**src/rtl/data_memory_sized_pkg.sv**
```systemverilog
// data_memory_sized_pkg: access-size encodings, FSM states and the alignment rule
package data_memory_sized_pkg;
    localparam logic [1:0] SZ_BYTE = 2'b00;
    localparam logic [1:0] SZ_HALF = 2'b01;
    localparam logic [1:0] SZ_WORD = 2'b10;
    localparam logic [1:0] SZ_RSVD = 2'b11;
    typedef enum logic {ST_INIT, ST_IDLE} state_e;
    function automatic logic is_misaligned(input logic [1:0] size, input logic [1:0] offset);
        return (size == SZ_HALF && offset[0]) || (size == SZ_WORD && offset != 2'b00) || size == SZ_RSVD;
    endfunction
endpackage

```
**src/rtl/data_memory_sized_mem_lane_align.sv**
```systemverilog
// mem_lane_align: places store data into byte lanes and extracts/extends load data
module mem_lane_align
    import data_memory_sized_pkg::*;
(
    input  logic [1:0]  i_size,
    input  logic [1:0]  i_offset,
    input  logic        i_sign_ext,
    input  logic [31:0] i_wdata,
    input  logic [31:0] i_rword,
    output logic [31:0] o_wword,
    output logic [3:0]  o_wstrb,
    output logic [31:0] o_rdata
);
    logic [4:0]  w_shift;
    logic [3:0]  w_mask;
    logic [31:0] w_sh;
    always_comb begin
        w_shift = {i_offset, 3'b000};
        w_mask  = (i_size == SZ_BYTE) ? 4'b0001 : (i_size == SZ_HALF) ? 4'b0011 : 4'b1111;
        o_wword = i_wdata << w_shift;
        o_wstrb = w_mask << i_offset;
        w_sh    = i_rword >> w_shift;
        o_rdata = (i_size == SZ_BYTE) ? {{24{i_sign_ext & w_sh[7]}}, w_sh[7:0]} :
                  (i_size == SZ_HALF) ? {{16{i_sign_ext & w_sh[15]}}, w_sh[15:0]} : w_sh;
    end
endmodule

```
**src/rtl/data_memory_sized.sv**
```systemverilog
// data_memory_sized: byte/half/word data memory with zero-fill sweep after reset
module data_memory_sized
    import data_memory_sized_pkg::*;
#(
    parameter int DEPTH_WORDS = 64,
    parameter int ADDR_WIDTH  = $clog2(DEPTH_WORDS) + 2,
    parameter bit INIT_CLEAR  = 1'b1
) (
    input  logic                  Clock,
    input  logic                  Reset,
    input  logic [ADDR_WIDTH-1:0] Address,
    input  logic [31:0]           WriteData,
    input  logic                  MemoryRead,
    input  logic                  MemoryWrite,
    input  logic [1:0]            Size,
    input  logic                  SignExtend,
    output logic [31:0]           ReadData,
    output logic                  ReadValid,
    output logic                  Ready,
    output logic                  Misaligned
);
    localparam int IW = $clog2(DEPTH_WORDS);
    logic [31:0]   r_mem [DEPTH_WORDS];
    state_e        r_state, w_next;
    logic [IW-1:0] r_count;
    logic [31:0]   r_read_data;
    logic          r_read_valid, r_misaligned;
    logic [IW-1:0] w_idx;
    logic          w_mis, w_load, w_any, w_store, w_init_we;
    logic [31:0]   w_wword, w_rdata;
    logic [3:0]    w_wstrb;
    assign w_idx     = Address[ADDR_WIDTH-1:2];
    assign w_mis     = is_misaligned(Size, Address[1:0]);
    assign w_load    = Ready && MemoryRead;
    assign w_any     = Ready && (MemoryRead || MemoryWrite);
    assign w_store   = Ready && MemoryWrite && !w_mis;
    // sweep writes are held off while Reset is high so the array is only cleared by the sweep proper
    assign w_init_we = r_state == ST_INIT && INIT_CLEAR && !Reset;
    assign Ready      = r_state == ST_IDLE;
    assign ReadData   = r_read_data;
    assign ReadValid  = r_read_valid;
    assign Misaligned = r_misaligned;
    mem_lane_align u_align (
        .i_size     (Size),
        .i_offset   (Address[1:0]),
        .i_sign_ext (SignExtend),
        .i_wdata    (WriteData),
        .i_rword    (r_mem[w_idx]),
        .o_wword    (w_wword),
        .o_wstrb    (w_wstrb),
        .o_rdata    (w_rdata)
    );
    always_comb begin
        w_next = (r_state == ST_INIT && (!INIT_CLEAR || r_count == IW'(DEPTH_WORDS - 1))) ? ST_IDLE : r_state;
    end
    always_ff @(posedge Clock or posedge Reset) begin
        if (Reset) begin
            r_state <= ST_INIT;
            r_count <= '0;
        end else begin
            r_state <= w_next;
            r_count <= (r_state == ST_INIT) ? r_count + 1'b1 : '0;
        end
    end
    // the load path samples the array before this edge's store lands, giving read-first behaviour
    always_ff @(posedge Clock or posedge Reset) begin
        if (Reset) begin
            r_read_data  <= '0;
            r_read_valid <= 1'b0;
            r_misaligned <= 1'b0;
        end else begin
            r_read_valid <= w_load;
            r_misaligned <= w_any && w_mis;
            if (w_any && w_mis)
                r_read_data <= '0;
            else if (w_load)
                r_read_data <= w_rdata;
        end
    end
    always_ff @(posedge Clock) begin
        if (w_init_we)
            r_mem[r_count] <= '0;
        else if (w_store)
            for (int b = 0; b < 4; b++)
                if (w_wstrb[b])
                    r_mem[w_idx][8*b +: 8] <= w_wword[8*b +: 8];
    end
endmodule

```
**config.mk**
```make
export PLATFORM = sky130hd
export DESIGN_NAME = data_memory_sized
export DESIGN_NICKNAME = d
export VERILOG_FILES = /design/src/rtl/data_memory_sized_pkg.sv /design/src/rtl/data_memory_sized_mem_lane_align.sv /design/src/rtl/data_memory_sized.sv
export SDC_FILE = /design/constraint.sdc
export NUM_CORES = 2
export LEC_CHECK = 0
export CAP_MARGIN = 20
export CORE_MARGIN = 5
export CORE_UTILIZATION = 63
export CTS_BUF_LIST = sky130_fd_sc_hd__clkbuf_16
export CTS_CLUSTER_SIZE = 30
export DETAILED_ROUTE_END_ITERATION = 10
export PLACE_DENSITY = 0.9
export SLEW_MARGIN = 15
export SYNTH_ARGS = -nofsm -noshare
export SYNTH_HDL_FRONTEND = slang
export SYNTH_HIERARCHICAL = 1
export SYNTH_SLANG_ARGS = --single-unit
```
**constraint.sdc**
```tcl
create_clock -name Clock -period 3.1 [get_ports Clock]
set_input_delay 0.62 -clock Clock [delete_from_list [all_inputs] [get_ports Clock]]
set_output_delay 0.62 -clock Clock [all_outputs]
set_load 0.02 [all_outputs]
```
==> results of run 1 <==
[cell usage after synthesis (5+ instances only)]
| cell | n | area, sq um |
|---|---|---|
| o211a_1 | 14 | 140.1 |
| a22oi_1 | 92 | 690.7 |
| and2_1 | 45 | 281.5 |
| a21boi_0 | 15 | 112.6 |
| nand2_1 | 162 | 608.1 |
| nand2b_1 | 13 | 81.33 |
| nor2_1 | 382 | 1434 |
| buf_4 | 26 | 195.2 |
| mux2i_1 | 224 | 2242 |
| nor2b_1 | 42 | 262.8 |
| or2_2 | 5 | 31.28 |
| a211oi_1 | 44 | 330.3 |
| nand2_2 | 9 | 56.30 |
| o22ai_1 | 8 | 50.05 |
| clkbuf_1 | 101 | 379.1 |
| edfxtp_1 | 2048 | 61500 |
| buf_12 | 10 | 200.2 |
| dfrtp_1 | 41 | 1026 |
| o221ai_1 | 8 | 70.07 |
| buf_6 | 22 | 247.7 |
| nor3_1 | 11 | 55.05 |
| o21ai_0 | 15 | 75.07 |
| mux2_2 | 18 | 202.7 |
| mux4_2 | 478 | 10770 |
| buf_1 | 18 | 67.56 |
| a21oi_1 | 139 | 695.7 |
| nor4_1 | 30 | 187.7 |
| o21bai_1 | 25 | 187.7 |
| nor4bb_1 | 9 | 90.09 |
| o311ai_1 | 9 | 78.83 |
| a21o_1 | 6 | 45.04 |
| buf_2 | 78 | 390.4 |
| buf_8 | 5 | 75.07 |
[through the flow]
step	cells	area, sq um
floorplan	4200	83370
global placement	6432	91080
detailed placement	6432	91080
CTS	6790	98350
[metal layers]
| layer | GRT usage (%) | overflow |
|---|---|---|
| met2 | 72.87 | 2 |
| met5 | 39.97 | 0 |
| met3 | 50.21 | 0 |
| met1 | 57.07 | 0 |
| met4 | 53.40 | 2 |
[cells by family after synthesis]
group	Yosys count	share of synthesized area, %
compound gates	399	3.240
xor+xnor	3	0.03156
fa+ha+maj	1	0.01503
buf+inv	265	1.891
flops	2089	75.10
mux	721	15.89
simple gates	722	3.831
[what timing repair did]
| action | CTS |
|---|---|
| buffers inserted | 12 |
| gates resized for setup | 255 |
| hold buffers | 0 |
| pin swaps | 11 |
| gates cloned | 2 |
| endpoints found under the setup margin | 2019 |
==> results.py, run 1 <==
metrics = {
    "synth": {
        "yosysSeqAreaShare_pct": 75.10,
        "synth-main-ff-cell": "edfxtp_1",
        "syn_inst": 4200,
        "synth_seq_cells": 2089,
        "syn_area_sq_mm": 0.08326,
        "synth_edf_count": 2048,
        "yosysUniqueCellTypes": 62,
        "syn_avg_cell_area_sq_um": 19.82,
        "syn-num-nets": 4248,
        "yosysWarnings": 6,
        "async_flop_share_pct": 1.963,
    },
    "floorplan": {
        "row_count": 133,
        "die_h_microns": 373.5,
        "dieWidth_microns": 373.5,
        "start_util_pct": 63.33,
        "ios": 82,
    },
    "global_route": {
        "grt_max_degree": 65,
        "gr-total-overflow": 4,
        "grtUsageTotal_pct": 59.19,
    },
    "cts": {
        "cts_root_buf": "clkbuf_16",
        "cts_buffers": 188,
        "cts_buffer_depth": 3,
        "clock-sinks": 2089,
        "cts.htree.levels": 4,
    },
    "status": {
        "stop_stage": "global routing (5_1_grt)",
        "error": "[ERROR GRT-0232] Routing congestion too high. Check the congestion heatmap in the GUI.",
        "outcome": "did not finish",
    },
    "placement": {
        "place_congestion": 0.9904,
        "post-place-ws_ns": -1.319,
        "hpwl_mm": 164.4,
        "io_buffers": 81,
    },
}
==> run 2, diff against run 1 <==
--- a/config.mk
+++ b/config.mk
@@ -7,11 +7,9 @@
 export LEC_CHECK = 0
 export CAP_MARGIN = 20
 export CORE_MARGIN = 5
-export CORE_UTILIZATION = 63
-export CTS_BUF_LIST = sky130_fd_sc_hd__clkbuf_16
-export CTS_CLUSTER_SIZE = 30
+export CORE_UTILIZATION = 40
 export DETAILED_ROUTE_END_ITERATION = 10
-export PLACE_DENSITY = 0.9
+export PLACE_DENSITY_LB_ADDON = 0.15
 export SLEW_MARGIN = 15
 export SYNTH_ARGS = -nofsm -noshare
 export SYNTH_HDL_FRONTEND = slang
==> results.py, run 2 <==
metrics = {
    "status": {
        "outcome": "finished with violations",
        "violations": "negative setup slack",
    },
    "sta": {
        "rsz0062_at_grt": "true",
        "fin_crit_sh_pct": 104.3,
        "slew_violations": 0,
        "tightest_slew_ns": 0.9594,
        "setup_violations": 28,
        "hold_viol_final": 0,
        "layout_setup_ws_ns": -0.1319,
        "relSlewSlack_pct": 35.80,
        "holdWs_ns": 0.4688,
        "skew_ns": 0.02959,
        "final.min_clock_period_ns": 3.232,
        "max_freq_ghz": 0.3094,
    },
    "cts": {
        "cts_buffer_depth": 3,
        "clock_latency_ns": 0.86,
        "cts_root_buf": "clkbuf_16",
        "clk_pin_slew_ns": 0.06,
        "clock-sinks": 2089,
        "cts.htree.levels": 4,
        "postCtsHoldBufs": 0,
        "cts_buffers": 212,
        "cts_tree": "built",
    },
    "setup_path": {
        "worstPathCellList": "buf_8, buf_4, nor2b_4, buf_4, buf_4, a22oi_1, o311ai_1, nor4bb_4, buf_4, mux2_2, o22ai_2, or4b_4, buf_12, a21oi_2, nand2_1, a21oi_1",
        "r2r-end": "ReadData[10]$_DFFE_PP0P_",
        "r2r_setup_slack_ns": -0.13,
        "crit_arrival_ns": 4.01,
        "slowest_delay_ns": 0.55,
        "r2r.worst_path.cells": 12,
        "critPathKind": "in2reg",
        "path_max_fanout": 11,
        "cp_common_cell": "buf_4",
        "worst_setup_path_end_kind": "register",
        "cp_slowest_cell": "or4b_4",
        "startpoint_type": "input port",
        "r2r_start": "r_mem[59][23]$_DFFE_PP_",
        "cp.required_ns": 3.88,
    },
    "cells_and_area": {
        "regMostFlops": "r_mem",
        "fin_cells": 8041,
        "nets": 5110,
        "final_cell_mix": "2048 x edfxtp_1, 688 x buf_4, 478 x mux4_2, 349 x nor2_1, 224 x clkbuf_16",
        "fin_util_pct": 48.86,
        "largest_register_ffs": 2048,
        "layout_commonest_cell": "edfxtp_1",
        "area_growth_syn_to_layout_pct": 21.51,
        "nFillCells": 17210,
        "drive_above_1_share_pct": 33.86,
    },
    "global_route": {
        "grt_pass1_vias": 44820,
        "gr-total-overflow": 0,
        "antenna_found_initial": 6,
        "grt_pass1_wl_mm": 341.5,
        "grt_max_degree": 65,
        "grtUsageTotal_pct": 21.96,
    },
    "synth": {
        "syn-num-nets": 4248,
        "yosysTopAreaCell": "edfxtp_1",
        "yosysUniqueCellTypes": 62,
        "yosys.area.top_type_share_pct": 73.87,
        "syn_area_sq_mm": 0.08326,
        "synthTopCellsByArea": "edfxtp_1 74%, mux4_2 13%, mux2i_1 2.7%",
        "synth_edf_count": 2048,
        "yosysSeqAreaShare_pct": 75.10,
        "yosys.cell_count.top_type": "edfxtp_1",
        "synth-main-ff-cell": "edfxtp_1",
        "synth_seq_cells": 2089,
        "syn_inst": 4200,
        "async_flop_share_pct": 1.963,
        "yosysWarnings": 6,
        "syn_avg_cell_area_sq_um": 19.82,
        "yosys-top-cells-count": "2048 x edfxtp_1, 478 x mux4_2, 382 x nor2_1",
    },
    "floorplan": {
        "dieWidth_microns": 466.2,
        "die-area_sq_mm": 0.2174,
        "core-area_sq_mm": 0.2071,
        "ios": 82,
        "row_count": 167,
        "start_util_pct": 40.21,
        "die_h_microns": 466.2,
    },
    "placement": {
        "io_buffers": 81,
        "post-place-ws_ns": -1.418,
        "hpwl_mm": 165.6,
        "place_congestion": 0.8611,
        "dp.cells": 7617,
    },
    "route": {
        "post_drt_wl_per_cell_microns": 30.00,
        "drt_wl_total_mm": 241.2,
        "drc": 0,
        "ant_nets": 0,
        "via_per_inst": 5.559,
        "drtIter0Drc": 4553,
        "dr.pass1.iters": 7,
        "vias": 44700,
    },
    "flow_run": {
        "drv_cap": 0,
    },
    "power": {
        "power_mw": 57.64,
        "peakVddDrop_uv": 442.3,
        "p_per_area_mw_per_mm2": 569.8,
        "p_leak_nw": 29.84,
    },
    "hold_path": {
        "min_path_type": "in2async",
    },
}
==> run 2: how the worst max path moves through the flow <==
stage	slack (ns)	to	from	depth (start not counted)
6_report	-0.13	ReadData[18]$_DFFE_PP0P_	Address[4]	16
3_5_place_dp	-1.42	ReadData[5]$_DFFE_PP0P_	Address[2]	15
3_3_place_gp	-1.38	ReadData[25]$_DFFE_PP0P_	Address[2]	13
4_1_cts	-0.08	ReadData[18]$_DFFE_PP0P_	r_mem[41][23]$_DFFE_PP_	13
5_1_grt	-0.17	ReadData[26]$_DFFE_PP0P_	r_mem[41][23]$_DFFE_PP_	12
2_1_floorplan	-0.53	ReadData[19]$_DFFE_PP0P_	Address[2]	18
==> run 2: timing repair <==
item / CTS / global route
gates cloned: 0 / 5
gates resized for setup: 47 / 80
setup endpoints to repair: 175 / 337
pin swaps: 4 / 8
buffers inserted: 5 / 10
==> run 2: cells by family (layout without fill, tap and decap cells) <==
group	Yosys count	in the layout	share of synthesized area, %
flip-flops	2089	2089	75.10
AND/OR/NAND/NOR	722	722	3.831
multiplexers	721	721	15.89
AO/OA/AOI/OAI	399	399	3.240
buffers and inverters	265	1307	1.891
XOR/XNOR	3	3	0.03156
adder cells (fa/ha/maj)	1	1	0.01503
other	0	11	0
==> run 2: cell type report <==
cell class	count	area (sq um)	area share [%]
Clock inverter	120	939.7	0.9288
Multi-Input combinational cell	1846	19710	19.48
Antenna cell	11	27.53	0.02721
Clock buffer	274	5697	5.631
Tap cell	2788	3488	3.448
Inverter	5	18.77	0.01855
Sequential cell	2089	62530	61.80
Timing Repair Buffer	908	8762	8.661
==> run 2: report_power, final <==
| group | internal [mW] | switching, mW | leakage (nW) |
|---|---|---|---|
| Sequential | 30.5 | 0 | 15.7 |
| Combinational | 1.05 | 1.42 | 10.9 |
| Clock | 13.9 | 10.7 | 3.25 |
| Total | 45.5 | 12.1 | 29.8 |
==> run 2: critical path: cells and delay by family <==
kind                   cells  cell delay (ns)
buffers and inverters      6             1.39
and+or+nand+nor            4             1.26
AOI/OAI and AO/OA          5             0.54
muxes                      1             0.17
==> run 2: layer usage <==
layer	global-route usage, %	wire [microns]	vias up
li1	-	-	18900
met1	33.32	109700	23960
met2	33.30	109500	1518
met3	3.073	14970	316
met4	6.459	7049	0
met5	0	0	-
==> run 2: per-stage QoR <==
stage	TNS [ns]	instance area (sq um)
after floorplan	-784.78	83370
after global routing	-3.269	101200
after global placement	-1380.51	93710
final	-2.384	101200
after CTS	-0.9086	100600
after detailed placement	-1312.31	93720
Note: power is estimated with default switching activity, not from simulation.
